<file path="config.mk">
export PLATFORM = sky130hd
export DESIGN_NAME = guess_display
export DESIGN_NICKNAME = d
export VERILOG_FILES = /design/src/rtl/guess_disp_pkg.sv /design/src/rtl/seg7_hex_decoder.sv /design/src/rtl/guess_display.sv
export SDC_FILE = /design/constraint.sdc
export NUM_CORES = 1
export LEC_CHECK = 0
export BUFFER_PORTS_ARGS = -buffer_cell sky130_fd_sc_hd__buf_2
export CAP_MARGIN = 20
export CORE_MARGIN = 1
export CORE_UTILIZATION = 40
export CTS_CLUSTER_DIAMETER = 30
export CTS_CLUSTER_SIZE = 30
export DETAILED_ROUTE_END_ITERATION = 8
export SLEW_MARGIN = 20
export SYNTH_ARGS = -nofsm -noshare
export SYNTH_HDL_FRONTEND = slang
export SYNTH_SLANG_ARGS = --single-unit
</file>
<file path="constraint.sdc">
create_clock -name clk -period 4.3 [get_ports clk]
set_clock_uncertainty 0.05 [all_clocks]
set_input_delay 0.215 -clock clk [delete_from_list [all_inputs] [get_ports clk]]
set_output_delay 0.215 -clock clk [all_outputs]
set_load 0.05 [all_outputs]
</file>
<file path="src/rtl/guess_disp_pkg.sv">
// Shared types and glyph constants for the guess display block.
package guess_disp_pkg;

  typedef enum logic [1:0] {
    ST_SHOW = 2'd0,
    ST_WIN  = 2'd1,
    ST_LOSE = 2'd2
  } state_t;

  localparam logic [6:0] SEG_ALL  = 7'h7F;
  localparam logic [6:0] SEG_OFF  = 7'h00;
  localparam logic [6:0] SEG_DASH = 7'h40;
  localparam logic [6:0] SEG_ZERO = 7'h3F;

endpackage

</file>
<file path="src/rtl/seg7_hex_decoder.sv">
// Combinational hex digit to 7-segment glyph (active-high, bit0=a .. bit6=g).
module seg7_hex_decoder (
  input  logic [3:0] hex,
  output logic [6:0] glyph
);

  always_comb begin
    glyph = 7'h00;
    case (hex)
      4'h0: glyph = 7'h3F;
      4'h1: glyph = 7'h06;
      4'h2: glyph = 7'h5B;
      4'h3: glyph = 7'h4F;
      4'h4: glyph = 7'h66;
      4'h5: glyph = 7'h6D;
      4'h6: glyph = 7'h7D;
      4'h7: glyph = 7'h07;
      4'h8: glyph = 7'h7F;
      4'h9: glyph = 7'h6F;
      4'hA: glyph = 7'h77;
      4'hB: glyph = 7'h7C;
      4'hC: glyph = 7'h39;
      4'hD: glyph = 7'h5E;
      4'hE: glyph = 7'h79;
      4'hF: glyph = 7'h71;
      default: glyph = 7'h00;
    endcase
  end

endmodule

</file>
<file path="src/rtl/guess_display.sv">
// Seven-segment display of the latched guess, with WIN blink and LOSE dash animations.
// Inputs are single-cycle pulses (no handshake); outputs are registered from next-state values.
module guess_display
  import guess_disp_pkg::*;
#(
  parameter int BLINK_HALF   = 4,
  parameter int BLINK_PHASES = 6,
  parameter int LOSE_CYCLES  = 8
) (
  input  logic       clk,
  input  logic       reset,
  input  logic [3:0] guess_val,
  input  logic       guess_load,
  input  logic       result_valid,
  input  logic       result_match,
  output logic [6:0] seg,
  output logic       dp,
  output logic       busy,
  output state_t     dbg_state
);

  localparam int PH_W   = $clog2(BLINK_PHASES + 1);
  localparam int HALF_W = $clog2(BLINK_HALF + 1);
  localparam int LOSE_W = $clog2(LOSE_CYCLES + 1);
  // One cycle timer serves both animations, so it takes the wider of the two sizes.
  localparam int CYC_W  = (HALF_W > LOSE_W) ? HALF_W : LOSE_W;

  state_t            state_q, state_d;
  logic [3:0]        guess_q, guess_d;
  logic [PH_W-1:0]   phase_q, phase_d;
  logic [CYC_W-1:0]  cyc_q, cyc_d;
  logic [6:0]        glyph;
  logic [6:0]        seg_d;
  logic              dp_d;
  logic              busy_d;

  seg7_hex_decoder u_dec (
    .hex   (guess_d),
    .glyph (glyph)
  );

  always_ff @(posedge clk) begin
    if (reset) begin
      state_q <= ST_SHOW;
      guess_q <= 4'h0;
      phase_q <= '0;
      cyc_q   <= '0;
      seg     <= SEG_ZERO;
      dp      <= 1'b0;
      busy    <= 1'b0;
    end else begin
      state_q <= state_d;
      guess_q <= guess_d;
      phase_q <= phase_d;
      cyc_q   <= cyc_d;
      seg     <= seg_d;
      dp      <= dp_d;
      busy    <= busy_d;
    end
  end

  // Results are only acted on in SHOW; during an animation they are dropped.
  always_comb begin
    state_d = state_q;
    guess_d = guess_load ? guess_val : guess_q;
    phase_d = phase_q;
    cyc_d   = cyc_q;
    case (state_q)
      ST_SHOW: begin
        if (result_valid) begin
          phase_d = '0;
          cyc_d   = '0;
          state_d = result_match ? ST_WIN : ST_LOSE;
        end
      end
      ST_WIN: begin
        if (cyc_q == CYC_W'(BLINK_HALF - 1)) begin
          cyc_d = '0;
          if (phase_q == PH_W'(BLINK_PHASES - 1)) begin
            phase_d = '0;
            state_d = ST_SHOW;
          end else begin
            phase_d = phase_q + PH_W'(1);
          end
        end else begin
          cyc_d = cyc_q + CYC_W'(1);
        end
      end
      ST_LOSE: begin
        if (cyc_q == CYC_W'(LOSE_CYCLES - 1)) begin
          cyc_d   = '0;
          state_d = ST_SHOW;
        end else begin
          cyc_d = cyc_q + CYC_W'(1);
        end
      end
      default: state_d = ST_SHOW;
    endcase
  end

  always_comb begin
    seg_d  = glyph;
    dp_d   = 1'b0;
    busy_d = 1'b0;
    case (state_d)
      ST_WIN: begin
        seg_d  = phase_d[0] ? SEG_OFF : SEG_ALL;
        dp_d   = 1'b1;
        busy_d = 1'b1;
      end
      ST_LOSE: begin
        seg_d  = SEG_DASH;
        busy_d = 1'b1;
      end
      default: begin
        seg_d  = glyph;
        dp_d   = 1'b0;
        busy_d = 1'b0;
      end
    endcase
  end

  assign dbg_state = state_q;

endmodule
</file>
==> results.json <==
{
  "initial_utilization_pct": 43.5,
  "hold_class": "in2reg",
  "cts.path.max_buffers": 2,
  "grt-ovfl-total": 0,
  "path_class": "reg2reg",
  "fin_tns_setup_ns": 0,
  "die_area_um2": 3660,
  "synthArstFlopShare_pct": 0,
  "critical_path_cell_count": 9,
  "crit_chain": "ha_1 > nand4bb_2 > or4b_4 > a32oi_2 > nor2_1 > ha_1 > nor2_1 > o21ai_0 > o21ai_0",
  "r2r_cells": 9,
  "maxUsedRoutingLayer": "met4",
  "synthFlopType": "dfxtp_1",
  "crit_path_top_delay_cell": "or4b_4",
  "drtPass1Iterations": 4,
  "tightestPinTransition_ns": 0.953,
  "fillCellCount": 317,
  "root_buffer": "clkbuf_4",
  "wl_per_cell_um": 12.3,
  "fin_crit_sh_pct": 63.6,
  "cts_hold_buffers": 0,
  "syn-cell-area_um2": 1370,
  "grt_max_degree": 15,
  "antenna_found_initial": 0,
  "rows": 20,
  "via_per_inst": 5.22,
  "startpoint_type": "flop",
  "wl_met3_um": 97,
  "cts_resized": 0,
  "syn_inst": 154,
  "setup_viol": 0,
  "routed-via-count": 1132,
  "cp_num_buf_inv": 0,
  "hold_viol": 0,
  "cts.sinks": 22,
  "dr.first_iter.drc_count": 35,
  "wirelength_um": 2670,
  "htreeDepth": 1,
  "syn_nets": 178,
  "placedCellCount": 213,
  "avgSynthCellArea_um2": 8.90,
  "pin_count": 20,
  "area_growth_pct": 13.5,
  "reg2reg_from": "cyc_q[0]$_SDFFE_PP0P_",
  "die_h_um": 60.5,
  "port_buffers": 19,
  "power_density_nw_per_um2": 368,
  "synth_top_area_cell": "dfxtp_1",
  "cap_viol_max_count": 0,
  "leakagePower_nw": 0.658,
  "drive_gt1_share_pct": 16.8,
  "critPathTopFamily": "simple AND/OR/NAND/NOR gates",
  "grt_use_total_pct": 16.1,
  "grt_first_pass_wirelength_um": 4440,
  "status": "finished clean",
  "startpoint": "cyc_q[0]$_SDFFE_PP0P_",
  "synth_area_leaders": "dfxtp_1 (32%), ha_1 (14%), mux2i_1 (7.3%), nor2_1 (4.1%), nand2_1 (3.6%)",
  "crit_arrival_ns": 2.93,
  "synth_top_area_share_pct": 32.1,
  "peakVddDrop_uv": 205,
  "post_cts_buffers": 0,
  "ys_ff_latch": 22,
  "die_w_um": 60.5,
  "n_antenna_cell": 0,
  "min_period_ns": 2.74,
  "crit_required_ns": 4.50,
  "maxSlewViolCount": 0,
  "grt_setup_unrepaired": "no",
  "end_kind": "flop",
  "fmax_ghz": 0.366,
  "hpwlAfterDp_um": 2030,
  "cpPeakStageDelay_ns": 0.53,
  "whs_path_depth": 2,
  "cts_tree": "built",
  "gp_congestion": 0.815,
  "hp-start": "reset",
  "synth_edf_count": 0,
  "path_max_fanout": 8,
  "drt-met1-wl_um": 1460,
  "synthDistinctLibCells": 45,
  "fp.coreArea_um2": 3150,
  "clock_latency_ns": 0.31,
  "ant_nets": 0,
  "grt_pass1_vias": 1017,
  "final_net_count": 198,
  "drc": 0,
  "ys_warn_count": 0,
  "yosysSeqAreaShare_pct": 32.1,
  "path_clk_slew_ns": 0.13,
  "fin_cells": 217,
  "wl_met2_um": 1100,
  "relSlewSlack_pct": 34.7,
  "numCtsBuffers": 3
}
[cell usage after synthesis, types with 2 or more instances]
library cell	n
o21ai_1	2
mux2i_1	10
dfxtp_1	22
nand3_1	9
buf_2	2
o21ai_0	7
nor3b_1	2
a21oi_1	2
nor2b_1	4
o211ai_1	3
ha_1	15
nand2_1	13
a31oi_1	3
clkbuf_1	2
nand3b_1	2
nor2_1	15
a31o_1	3
a21o_1	2
inv_1	9
nor3_1	2
[registers in the layout, indices dropped and copies added (netlist names)]
signal	count
cyc_q	4
dp	1
seg	7
busy	1
phase_q	3
dbg_state	2
guess_q	4
[area by class of cell]
cell class | count | area, um^2 | area share, %
flip-flops and latches | 22 | 440 | 28.3
clock inverters | 1 | 30.0 | 1.93
repair buffers | 19 | 95.1 | 6.11
inverters | 9 | 33.8 | 2.17
multi-input cells | 119 | 878 | 56.5
clock buffers | 3 | 22.5 | 1.45
well taps | 44 | 55.1 | 3.54
[report_power, final]
part           leakage [nW]  internal [W]  total (W)  switching [W]
registers             0.181      0.000223   0.000230     0.00000760
logic                 0.449     0.0000577   0.000185       0.000127
clock network        0.0279     0.0000943   0.000157      0.0000624
[layer usage]
layer  up-vias  global-route usage, %
met5         -                      0
met4         0                   3.90
met3         2                   3.84
met2        27                   24.8
met1       511                   22.9
li1        592                      -
[final timing paths]
| check | slack [ns] | endpoint |
|---|---|---|
| worst max register to register | 1.56 | seg[6]$_SDFF_PP0_ |
| worst min-delay path | 0.19 | phase_q[0]$_SDFF_PP0_ |
| worst min register to register | 0.45 | cyc_q[1]$_SDFFE_PP0P_ |
| worst max-delay path | 1.56 | seg[6]$_SDFF_PP0_ |
[cell usage in the layout, fill, tap and decap left out, types with 2 or more instances in the layout]
| cell type | synthesis | routed |
|---|---|---|
| nor3b_1 | 2 | 2 |
| nand2_1 | 13 | 13 |
| o21ai_1 | 2 | 2 |
| a21oi_1 | 2 | 2 |
| dfxtp_1 | 22 | 22 |
| inv_1 | 9 | 9 |
| clkbuf_4 | 0 | 3 |
| mux2i_1 | 10 | 10 |
| nor3_1 | 2 | 2 |
| a31o_1 | 3 | 3 |
| a21o_1 | 2 | 2 |
| nand3_1 | 9 | 9 |
| a31oi_1 | 3 | 3 |
| o21ai_0 | 7 | 7 |
| nand3b_1 | 2 | 2 |
| nor2b_1 | 4 | 4 |
| ha_1 | 15 | 15 |
| buf_2 | 2 | 19 |
| o211ai_1 | 3 | 3 |
| nor2_1 | 15 | 15 |
[through the flow]
| stage | hold WS (ns) | power, W | area (um^2) | utilization, % | setup slack [ns] |
|---|---|---|---|---|---|
| after floorplan | 0.251 | 0.000379 | 1370 | - | 1.55 |
| after global placement | 0.416 | 0.000417 | 1500 | 47.7 | 1.70 |
| after detailed placement | 0.441 | 0.000419 | 1500 | 47.7 | 1.64 |
| after CTS | 0.189 | 0.000575 | 1560 | 49.3 | 1.58 |
| after global routing | 0.203 | 0.000602 | 1560 | 49.3 | 1.37 |
| final | 0.190 | 0.000572 | 1560 | 49.3 | 1.56 |
[logic make-up (layout without fill, tap and decap cells)]
| kind of cell | count (synthesis) | count (layout) | share of synthesized area [%] |
|---|---|---|---|
| and+or+nand+nor | 58 | 58 | 22.5 |
| AOI/OAI and AO/OA | 33 | 33 | 17.3 |
| DFF | 22 | 22 | 32.1 |
| adders and majority gates | 15 | 15 | 13.7 |
| buffers and inverters | 13 | 32 | 3.74 |
| muxes | 12 | 12 | 10.0 |
| xor gates and xnor gates | 1 | 1 | 0.639 |
(Power assumes the default switching activity.)
